<file path="src/rtl/parking_gate_arbiter.sv">
// Entrance/exit gate arbiter: one arm moves at a time, with minimum open time, timeout and settle gap.
// Optional statistics counters are built when PARKING_GATE_STATS_EN is defined.
module parking_gate_arbiter #(
  parameter int NUM_SPOTS       = 3,
  parameter int OPEN_MIN_CYCLES = 4,
  parameter int TIMEOUT_CYCLES  = 50000000,
  parameter int SETTLE_CYCLES   = 2
) (
  input  logic                 clk,
  input  logic                 reset,
  input  logic                 entr_wait,
  input  logic                 exit_wait,
  input  logic [NUM_SPOTS-1:0] pp,
  output logic                 entr_open,
  output logic                 exit_open,
  output logic                 led_full,
  output logic                 car_entered,
  output logic                 car_exited,
  output logic                 timeout_err,
  output logic                 busy
`ifdef PARKING_GATE_STATS_EN
  ,
  output logic [15:0]          entry_count,
  output logic [15:0]          exit_count,
  output logic [7:0]           timeout_count
`endif
);

  // One timer serves both the open phase and the settle phase, so it is sized for the longer one.
  localparam int TIMER_MAX = (TIMEOUT_CYCLES > SETTLE_CYCLES) ? TIMEOUT_CYCLES : SETTLE_CYCLES;
  localparam int TW        = $clog2(TIMER_MAX + 1);

  localparam logic [TW-1:0] OPEN_MIN_LAST = TW'(OPEN_MIN_CYCLES - 1);
  localparam logic [TW-1:0] TIMEOUT_LAST  = TW'(TIMEOUT_CYCLES - 1);
  localparam logic [TW-1:0] SETTLE_LAST   = TW'(SETTLE_CYCLES - 1);
  localparam logic [TW-1:0] TIMER_SAT     = '1;

  typedef enum logic [1:0] {
    IDLE = 2'd0,
    ENTR = 2'd1,
    EXIT = 2'd2,
    HOLD = 2'd3
  } state_t;

  typedef enum logic {
    GRANT_ENTR = 1'b0,
    GRANT_EXIT = 1'b1
  } grant_t;

  state_t        state;
  state_t        next_state;
  grant_t        last_grant;
  grant_t        grant_side;
  logic [TW-1:0] timer;

  logic lot_full;
  logic entr_req;
  logic exit_req;
  logic gate_wait;
  logic grant_valid;
  logic close_normal;
  logic close_timeout;

  assign lot_full = &pp;
  assign led_full = lot_full;
  assign entr_req = entr_wait & ~lot_full;
  assign exit_req = exit_wait;

  always_ff @(posedge clk) begin
    if (reset) begin
      state <= IDLE;
    end else begin
      state <= next_state;
    end
  end

  always_comb begin
    next_state    = state;
    grant_valid   = 1'b0;
    grant_side    = GRANT_ENTR;
    close_normal  = 1'b0;
    close_timeout = 1'b0;
    gate_wait     = (state == EXIT) ? exit_wait : entr_wait;
    case (state)
      IDLE: begin
        if (entr_req && exit_req) begin
          grant_valid = 1'b1;
          grant_side  = (last_grant == GRANT_ENTR) ? GRANT_EXIT : GRANT_ENTR;
        end else if (entr_req) begin
          grant_valid = 1'b1;
          grant_side  = GRANT_ENTR;
        end else if (exit_req) begin
          grant_valid = 1'b1;
          grant_side  = GRANT_EXIT;
        end
        if (grant_valid) begin
          next_state = (grant_side == GRANT_EXIT) ? EXIT : ENTR;
        end
      end
      ENTR, EXIT: begin
        // A clean pass takes priority over a timeout landing on the same edge.
        if (!gate_wait && (timer >= OPEN_MIN_LAST)) begin
          close_normal = 1'b1;
          next_state   = HOLD;
        end else if (timer == TIMEOUT_LAST) begin
          close_timeout = 1'b1;
          next_state    = HOLD;
        end
      end
      HOLD: begin
        if (timer >= SETTLE_LAST) begin
          next_state = IDLE;
        end
      end
      default: begin
        next_state = IDLE;
      end
    endcase
  end

  always_comb begin
    entr_open = (state == ENTR);
    exit_open = (state == EXIT);
    busy      = (state != IDLE);
  end

  // Timer restarts at every state change and saturates rather than wrapping.
  always_ff @(posedge clk) begin
    if (reset) begin
      timer <= '0;
    end else if ((next_state != state) || (state == IDLE)) begin
      timer <= '0;
    end else if (timer != TIMER_SAT) begin
      timer <= timer + 1'b1;
    end
  end

  always_ff @(posedge clk) begin
    if (reset) begin
      last_grant <= GRANT_ENTR;
    end else if (grant_valid) begin
      last_grant <= grant_side;
    end
  end

  always_ff @(posedge clk) begin
    if (reset) begin
      car_entered <= 1'b0;
      car_exited  <= 1'b0;
      timeout_err <= 1'b0;
    end else begin
      car_entered <= close_normal && (state == ENTR);
      car_exited  <= close_normal && (state == EXIT);
      timeout_err <= timeout_err | close_timeout;
    end
  end

`ifdef PARKING_GATE_STATS_EN
  // Counters advance on the same edge that launches the matching pulse.
  always_ff @(posedge clk) begin
    if (reset) begin
      entry_count   <= '0;
      exit_count    <= '0;
      timeout_count <= '0;
    end else begin
      if (close_normal && (state == ENTR) && (entry_count != 16'hFFFF)) begin
        entry_count <= entry_count + 16'd1;
      end
      if (close_normal && (state == EXIT) && (exit_count != 16'hFFFF)) begin
        exit_count <= exit_count + 16'd1;
      end
      if (close_timeout && (timeout_count != 8'hFF)) begin
        timeout_count <= timeout_count + 8'd1;
      end
    end
  end
`else
  // Statistics counters are not built in this configuration.
`endif

endmodule

</file>
<file path="config.mk">
export PLATFORM = sky130hd
export DESIGN_NAME = parking_gate_arbiter
export DESIGN_NICKNAME = d
export VERILOG_FILES = /design/src/rtl/parking_gate_arbiter.sv
export SDC_FILE = /design/constraint.sdc
export NUM_CORES = 1
export LEC_CHECK = 0
export CORE_AREA = 2 2 75 77
export DETAILED_ROUTE_END_ITERATION = 12
export DIE_AREA = 0 0 77 79
export GPL_ROUTABILITY_DRIVEN = 0
export PLACE_DENSITY = 0.57
export SYNTH_ARGS = -nofsm -noshare
export SYNTH_HDL_FRONTEND = slang
export SYNTH_SLANG_ARGS = --single-unit
</file>
<file path="constraint.sdc">
create_clock -name clk -period 4.35 [get_ports clk]
set_input_delay 1.0875 -clock clk [delete_from_list [all_inputs] [get_ports clk]]
set_output_delay 1.0875 -clock clk [all_outputs]
set_load 0.02 [all_outputs]
</file>
==> results of run 1 <==
-- final cells by class --
type,count,area [um^2],share of cell area
inverters,12,45.04,0.01935
flip-flops and latches,32,640.6,0.2753
clock buffers,6,82.58,0.03548
well taps,72,90.09,0.03871
repair buffers,14,137.6,0.05914
clock inverters,2,10.01,0.004301
multi-input cells,182,1321,0.5677
-- kinds of logic (layout without fill, tap and decap cells) --
logic type	after synthesis	in the layout
AO/OA/AOI/OAI	31	31
XOR/XNOR	21	21
adder cells (fa/ha/maj)	8	8
buffers and inverters	19	34
flip-flops	32	32
multiplexers	3	3
AND/OR/NAND/NOR	119	119
-- worst max-delay path, stage by stage --
cell and delay, ps:
clkdlybuf4s50_1 450, nand3_1 130, inv_1 110, clkdlybuf4s50_1 600
-- registers in the layout, indices dropped and copies added, names as in the netlist --
signal and flops:
car_entered 1, car_exited 1, last_grant 1, state 2, timeout_err 1, timer 26
-- stage by stage --
step                      setup slack (ps)  cells  instance area [um^2]
after global placement               881.7    312                  2235
final                                881.2    320                  2327
after global routing                 810.9    320                  2327
after CTS                            875.1    320                  2327
after floorplan                       1671    233                  2057
after detailed placement             867.1    312                  2235
-- synth_stat cells, types with 3 or more instances --
master / instances / share of area
a21oi_1: 5 / 0.012
a311oi_1: 3 / 0.013
and2_1: 3 / 0.0091
and4_1: 4 / 0.017
dfxtp_1: 32 / 0.31
ha_1: 8 / 0.049
inv_1: 12 / 0.022
mux2i_1: 3 / 0.015
nand2_1: 28 / 0.051
nand3_1: 8 / 0.019
nand4_1: 7 / 0.021
nor2_1: 17 / 0.031
nor3_1: 9 / 0.022
nor3b_1: 8 / 0.029
nor3b_2: 9 / 0.055
nor4_1: 9 / 0.027
o211ai_1: 5 / 0.018
o21ai_0: 3 / 0.0073
xnor2_1: 15 / 0.064
xor2_1: 6 / 0.026
-- layer usage --
| metal | routed length [um] | track usage |
|---|---|---|
| met1 | 2284 | 0.2035 |
| met5 | 0 | 0 |
| met3 | 133 | 0.03523 |
| met4 | 63 | 0.06250 |
| met2 | 1975 | 0.2596 |
-- final timing paths --
| kind | start | endpoint | slack (ps) | depth (start not counted) |
|---|---|---|---|---|
| worst min-delay path | timeout_err$_SDFF_PP0_ | timeout_err$_SDFF_PP0_ | 490 | 2 |
| worst min register to register | timeout_err$_SDFF_PP0_ | timeout_err$_SDFF_PP0_ | 490 | 2 |
| worst max register to register | state[0]$_SDFF_PP0_ | timer[17]$_SDFFE_PP0P_ | 1460 | 8 |
| worst max-delay path | pp[0] | led_full | 880 | 4 |
-- where the power goes --
part	switching [mW]	internal, mW
combinational	0.102	0.0563
sequential	0.00698	0.298
clock	0.114	0.126
==> key figures, run 1 <==
Outcome
  – Status: finished, final reports clean

Logic synthesis
  – Post-Syn Nets: 248
  – Asr flop ratio synth: 0
  – Largest family of logic cells by synthesized area: simple AND/OR/NAND/NOR gates
  – Ys flop type: dfxtp_1
  – #FFs+latches synth: 32
  – Synth Area in Simple Gates: 0.3589
  – Post-synthesis area per instance: 8.828 um^2
  – Multiplexer area fraction after synthesis: 0.01460
  – Synth warn: 0
  – EDFF count, synth: 0
  – Sequential share of the synthesized area: 0.3114
  – Synth cell types: 49
  – Post-synthesis compound-gate area fraction: 0.1308
  – Post-Syn Instances: about 230
  – Mapped cell area: 0.002057 mm^2
  – Post-synthesis xor/xnor area fraction: 0.08942
  – Post-Synth Adder-Cell Area: 0.04866

Timing
  – Hold Vio Cnt, Final: 0
  – RSZ-0062 raised after global routing: no
  – Slew Limit Fails: 0
  – Final setup TNS: 0 ps
  – Worst slew pin tran: ~880 ps
  – Setup violators final: 0
  – Final worst path period need: 3469 ps
  – Final Hold Slack: between 400 and 500 ps
  – Final period util: 0.7974
  – Worst slew margin: 0.4143
  – Peak Freq: 0.2883 GHz
  – Setup Skew: 4.927 ps

Route
  – WL final: 4.456 mm
  – Routed len/inst: 13.93 um
  – Via count: 1668
  – Residual DRC: 0
  – Vias per cell: 5.213
  – Detail Route Antenna Nets: 0
  – Initial DRT Pass Iterations: 4
  – Drt first-iter violations: 80

CTS
  – Hold_buf cts: 0
  – H-tree levels: 2
  – CTS tree: built
  – Max clock buf depth: 2
  – Post-CTS Resized: 0
  – Number of setup buffers added after CTS: 0
  – Clock Tree Root: clkbuf_8
  – Clk slew on worst S/H paths: 70 ps
  – Clk_lat worst skew: 290 ps
  – TritonCTS Buffers: 5
  – Clock Sinks: 32

Layout
  – Util after Layout: 0.4360
  – Final nets: between 200 and 300
  – Fillers: 551
  – Fraction of layout cells with a size suffix above 1: 0.1331
  – Area growth syn-to-layout: 13.14%
  – Most frequent cells in the layout: 32 x dfxtp_1, 28 x nand2_1, 17 x nor2_1, 15 x xnor2_1, 13 x clkdlybuf4s50_1
  – Most common cell after layout, fill and taps aside: dfxtp_1
  – ANT cells: 0

Worst setup path
  – Arr. time, crit path: 2380 ps
  – CP Class: in -> out
  – Crit-path max FO: 4
  – CP endpoint kind: output pin
  – Critical Path Start Type: input port
  – Worst path required time: roughly 3300 ps

Hold path
  – Hold Path Class: reg -> reg

Global routing
  – Largest net degree at the start of global routing: 27
  – Global-route wire length before repair: 7.665 mm
  – GRT Util Overall: 0.1584
  – Grt total ovfl: 0
  – Vias in the first global route: about 1600
  – Initial antenna violation count: 0

Power and ir drop
  – Worst vdd ir: approximately 120 uV
  – Overall Power: 704.2 uW
  – PwrDens: 302.6 mW/mm^2
  – Lkg Pwr: 0.7353 nW

Die
  – # rows: 27
  – Core Footprint: 0.005338 mm^2
  – Die ar.: roughly 0.0061 mm^2
  – I/O pin count: 14
  – Die width: 77 um
  – Initial cell density of the core: 0.3854
  – Die H: 79 um

Place
  – DP Wirelength: 3.164 mm
  – Port-buffer cells: 13

Run
  – Max Cap Viol: 0
No activity file was read; power rests on OpenSTA's default activity.
==> run 2: changes to the inputs <==
--- a/config.mk
+++ b/config.mk
@@ -9,7 +9,7 @@
 export DETAILED_ROUTE_END_ITERATION = 12
 export DIE_AREA = 0 0 77 79
 export GPL_ROUTABILITY_DRIVEN = 0
-export PLACE_DENSITY = 0.57
+export PLACE_DENSITY = 0.59
 export SYNTH_ARGS = -nofsm -noshare
 export SYNTH_HDL_FRONTEND = slang
 export SYNTH_SLANG_ARGS = --single-unit
==> constraint.sdc (replaced) <==
create_clock -name clk -period 3.1 [get_ports clk]
set_input_delay 0.775 -clock clk [delete_from_list [all_inputs] [get_ports clk]]
set_output_delay 0.775 -clock clk [all_outputs]
set_load 0.02 [all_outputs]
==> key figures, run 2 (synthesis results as in run 1) <==
Outcome
  – Status: finished, final reports clean

Layout
  – Top Registers: timer: 26 flops, state: 2 flops
  – Final non-filler cell total: 323
  – Biggest register: timer
  – Area growth syn-to-layout: 15.39%
  – Final nets: 266
  – Max reg flops: 26
  – ANT cells: 0
  – Fraction of layout cells with a size suffix above 1: 0.1434
  – Util after Layout: 0.4447
  – Most frequent cells in the layout: 32 x dfxtp_1, 28 x nand2_1, 17 x nor2_1, 15 x xnor2_1, 13 x clkdlybuf4s50_1
  – Most common cell after layout, fill and taps aside: dfxtp_1

CTS
  – Clk slew on worst S/H paths: about 70 ps
  – Clock Sinks: 32
  – Hold_buf cts: 0
  – TritonCTS Buffers: 5
  – CTS tree: built
  – Max clock buf depth: 2
  – H-tree levels: 2
  – Clk_lat worst skew: 280 ps
  – Clock Tree Root: clkbuf_8
  – Number of setup buffers added after CTS: 0
  – Post-CTS Resized: 0

Worst setup path
  – Crit path top cell by count: clkdlybuf4s50_1
  – Crit-path max FO: 4
  – CP Class: in -> out
  – Critical-path top delay cell: clkdlybuf4s50_1
  – Arr. time, crit path: 2090 ps
  – Worst path required time: 2320 ps
  – FF-to-FF Start: state[0]$_SDFF_PP0_
  – Cell family with most CP delay: buffers and inverters
  – FF-to-FF End: timer[12]$_SDFFE_PP0P_
  – Cell count of the worst reg-to-reg path: 9
  – Slowest stage delay, CP: 600 ps
  – Critical Path Start Type: input port
  – Setup slack, reg-to-reg: 620 ps
  – CP Cell Sequence: clkdlybuf4s50_1 -> nand3_1 -> inv_1 -> clkdlybuf4s50_1
  – CP endpoint kind: output pin
  – Worst path bufs/invs: 3

Die
  – Initial cell density of the core: 0.3854
  – Die H: 79 um
  – Die ar.: 0.006083 mm^2
  – Die width: 77 um
  – Core Footprint: 0.005338 mm^2
  – # rows: 27
  – I/O pin count: 14

Global routing
  – Largest net degree at the start of global routing: 27
  – Global-route wire length before repair: 7.838 mm
  – Initial antenna violation count: 0
  – GRT Util Overall: 0.1596
  – Vias in the first global route: 1618
  – Grt total ovfl: 0

Place
  – Placed cell count: 316
  – DP Wirelength: 3.220 mm
  – Port-buffer cells: 13

Hold path
  – Hold Path Origin: timeout_err$_SDFF_PP0_
  – Hold Path Sink: timeout_err$_SDFF_PP0_
  – Hold Path Class: reg -> reg
  – Hold depth: 2

Route
  – Residual DRC: 0
  – Routed len/inst: roughly 14 um
  – Initial DRT Pass Iterations: 4
  – WL final: 4.475 mm
  – Via count: between 1500 and 2000
  – Vias per cell: 5.322
  – Detail Route Antenna Nets: 0
  – Drt first-iter violations: 89

Timing
  – Setup Skew: between 5 and 6 ps
  – Final worst path period need: 2864 ps
  – Peak Freq: 0.3492 GHz
  – Worst slew margin: 0.5173
  – Final setup TNS: 0 ps
  – Setup violators final: 0
  – Final period util: 0.9238
  – Hold Vio Cnt, Final: 0
  – Worst slew pin tran: 718.1 ps
  – Slew Limit Fails: 0
  – RSZ-0062 raised after global routing: no

Power and ir drop
  – Worst vdd ir: 220.3 uV
  – Lkg Pwr: 0.7596 nW
  – PwrDens: around 430 mW/mm^2

Run
  – Max Cap Viol: 0
run 2: worst min-delay path: cells and delay by family, from the launching register on:
kind            cells  cell delay [ps]
flops               1              340
simple gates        1               70
compound gates      1               50
run 2: cell type report:
class,count,area [um^2]
sequential,32,640.6
inverter,12,45.04
timing repair buffer,18,180.2
clock buffer,7,96.34
multi-input combinational,182,1321
tap,72,90.09
fill,570,2964
run 2: per-stage QoR:
stage                     instance area (um^2)  setup slack [ps]  hold WS [ps]  power [mW]
final                                     2374             236.3         496.1       1.027
after detailed placement                  2277             234.7         481.2      0.6915
after global routing                      2374             175.3         544.5       1.092
after floorplan                           2057             733.0         456.2      0.6253
after CTS                                 2374             234.6         501.1       1.046
after global placement                    2277             257.3         473.2      0.6927
run 2: worst max path at each step:
stage	from	depth (start not counted)	to	slack, ps
after floorplan	pp[2]	8	timer[24]$_SDFFE_PP0P_	730
after global placement	pp[2]	4	led_full	260
after detailed placement	pp[0]	4	led_full	230
after CTS	pp[0]	4	led_full	230
after global routing	pp[0]	4	led_full	180
final	pp[0]	4	led_full	240
run 2: metal layers:
| metal | global-route usage | vias up | part of all wire |
|---|---|---|---|
| met5 | 0 | - | 0 |
| met4 | 0.04821 | 0 | 0.013 |
| met3 | 0.03750 | 6 | 0.027 |
| met2 | 0.2658 | 17 | 0.47 |
| met1 | 0.2060 | 817 | 0.49 |
| li1 | - | 879 | - |
run 2: where the power goes:
part	internal [mW]	switching, mW
clock network	0.198	0.152
logic	0.103	0.147
registers	0.418	0.00934
==> run 3: changes to the inputs <==
--- a/config.mk
+++ b/config.mk
@@ -5,11 +5,12 @@
 export SDC_FILE = /design/constraint.sdc
 export NUM_CORES = 1
 export LEC_CHECK = 0
-export CORE_AREA = 2 2 75 77
+export CORE_AREA = 2 2 76 78
 export DETAILED_ROUTE_END_ITERATION = 12
-export DIE_AREA = 0 0 77 79
+export DIE_AREA = 0 0 78 80
 export GPL_ROUTABILITY_DRIVEN = 0
-export PLACE_DENSITY = 0.59
+export PLACE_DENSITY = 0.58
+export REMOVE_ABC_BUFFERS = 1
 export SYNTH_ARGS = -nofsm -noshare
 export SYNTH_HDL_FRONTEND = slang
 export SYNTH_SLANG_ARGS = --single-unit
==> key figures, run 3 (synthesis results as in run 1) <==
Outcome
  – Status: finished, final reports clean

Global routing
  – Initial antenna violation count: 0
  – Vias in the first global route: about 1700
  – Global-route wire length before repair: between 7 and 8 mm
  – Grt total ovfl: 0
  – GRT Util Overall: 0.1575
  – Largest net degree at the start of global routing: 27

Hold path
  – Hold Path Class: reg -> reg

CTS
  – Post-CTS Resized: 0
  – Hold_buf cts: 0
  – Max clock buf depth: 2
  – CTS tree: built
  – H-tree levels: 2
  – TritonCTS Buffers: 5
  – Clock Tree Root: clkbuf_8
  – Number of setup buffers added after CTS: 0
  – Clock Sinks: 32
  – Clk slew on worst S/H paths: ~70 ps
  – Clk_lat worst skew: between 200 and 300 ps

Layout
  – Biggest register: timer
  – Area growth syn-to-layout: 14.60%
  – Most frequent cells in the layout: 32 x dfxtp_1, 28 x nand2_1, 17 x nor2_1, 15 x xnor2_1, 13 x clkdlybuf4s50_1
  – Most common cell after layout, fill and taps aside: dfxtp_1
  – Final nets: 266
  – Fraction of layout cells with a size suffix above 1: 0.1468
  – ANT cells: 0
  – Fillers: 572
  – Multi-input combinational cell area: around 0.0013 mm^2
  – Final standard cell area without fillers: 0.002357 mm^2
  – Max reg flops: 26
  – Reg area: around 640 um^2
  – Final non-filler cell total: roughly 320
  – Top Registers: timer: 26 flops, state: 2 flops

Worst setup path
  – Critical Path Start Type: input port
  – CP endpoint kind: output pin
  – Crit-path max FO: 4
  – Arr. time, crit path: between 2000 and 2500 ps
  – Setup slack, reg-to-reg: 520 ps
  – CP Class: in -> out
  – Worst path required time: ~2300 ps

Timing
  – Worst slew margin: 0.5180
  – Setup violators final: 0
  – Final setup TNS: 0 ps
  – RSZ-0062 raised after global routing: no
  – Final worst path period need: 2846 ps
  – Setup Skew: about 6.4 ps
  – Slew Limit Fails: 0
  – Peak Freq: 0.3514 GHz
  – Worst slew pin tran: 717.1 ps
  – Final period util: 0.9181
  – Hold Vio Cnt, Final: 0

Die
  – Die width: slightly below 80 um
  – Core Footprint: 0.005405 mm^2
  – # rows: 27
  – Die ar.: around 0.0062 mm^2
  – I/O pin count: 14
  – Initial cell density of the core: 0.3806
  – Die H: 80 um

Power and ir drop
  – Lkg Pwr: about 0.76 nW
  – Worst vdd ir: 327.6 uV
  – PwrDens: 423.8 mW/mm^2

Route
  – Vias per cell: 5.176
  – WL final: between 4 and 5 mm
  – Routed len/inst: 13.31 um
  – Detail Route Antenna Nets: 0
  – Via count: 1677
  – Residual DRC: 0
  – Drt first-iter violations: 52
  – Initial DRT Pass Iterations: 4

Place
  – Port-buffer cells: 13
  – DP Wirelength: 3.185 mm
  – Placed Area: 0.002265 mm^2
  – Placed cell count: 316

Run
  – Max Cap Viol: 0
==> run 3: cell types whose count changed in the layout (fill, tap and decap cells not counted) <==
cell and delta:
buf_12 -1, clkbuf_8 -1, clkinv_2 +2, buf_4 +1
==> run 3: area by class of cell <==
cell class / count / share of cell area
clock buffers: 6 / 0.03503
flip-flops and latches: 32 / 0.2718
well taps: 72 / 0.03822
clock inverters: 2 / 0.004246
multi-input cells: 182 / 0.5605
repair buffers: 18 / 0.07113
inverters: 12 / 0.01911
==> run 3: path summary, 6_finish.rpt <==
path                                             start                endpoint  depth (start not counted)
worst min register to register  timeout_err$_SDFF_PP0_  timeout_err$_SDFF_PP0_                          2
worst max-delay path                             pp[2]                led_full                          4
worst min-delay path            timeout_err$_SDFF_PP0_  timeout_err$_SDFF_PP0_                          2
worst max register to register     state[0]$_SDFF_PP0_   timer[8]$_SDFFE_PP0P_                          9
==> run 3: layer usage <==
metal	up-vias	track usage	share of wire
met1	772	0.1997	0.51
met3	5	0.03846	0.027
met4	0	0.04737	0.010
met5	-	0	0
li1	881	-	-
met2	19	0.2647	0.46
==> run 3: metrics by stage <==
step                total power [mW]  worst slack, ps    util  hold slack (ps)
floorplan                     0.5963            563.3       -            456.2
global placement              0.6798            262.6  0.4190            462.4
detailed placement            0.6791            241.4  0.4190            477.7
CTS                            1.019            240.6  0.4361            495.4
global route                   1.057            169.2  0.4361            527.7
finish                        0.9990            253.9  0.4361            484.2
==> run 3: critical path: stages <==
cell             delay (ps)
clkdlybuf4s50_1         450
nand3_1                 130
inv_1                   110
clkdlybuf4s50_1         600
==> run 3: power by group <==
| group | switching, mW | internal, mW | total (mW) |
|---|---|---|---|
| Combinational | 0.143 | 0.0935 | 0.237 |
| Clock | 0.157 | 0.177 | 0.334 |
| Sequential | 0.0101 | 0.418 | 0.428 |
| Total | 0.310 | 0.689 | 0.999 |
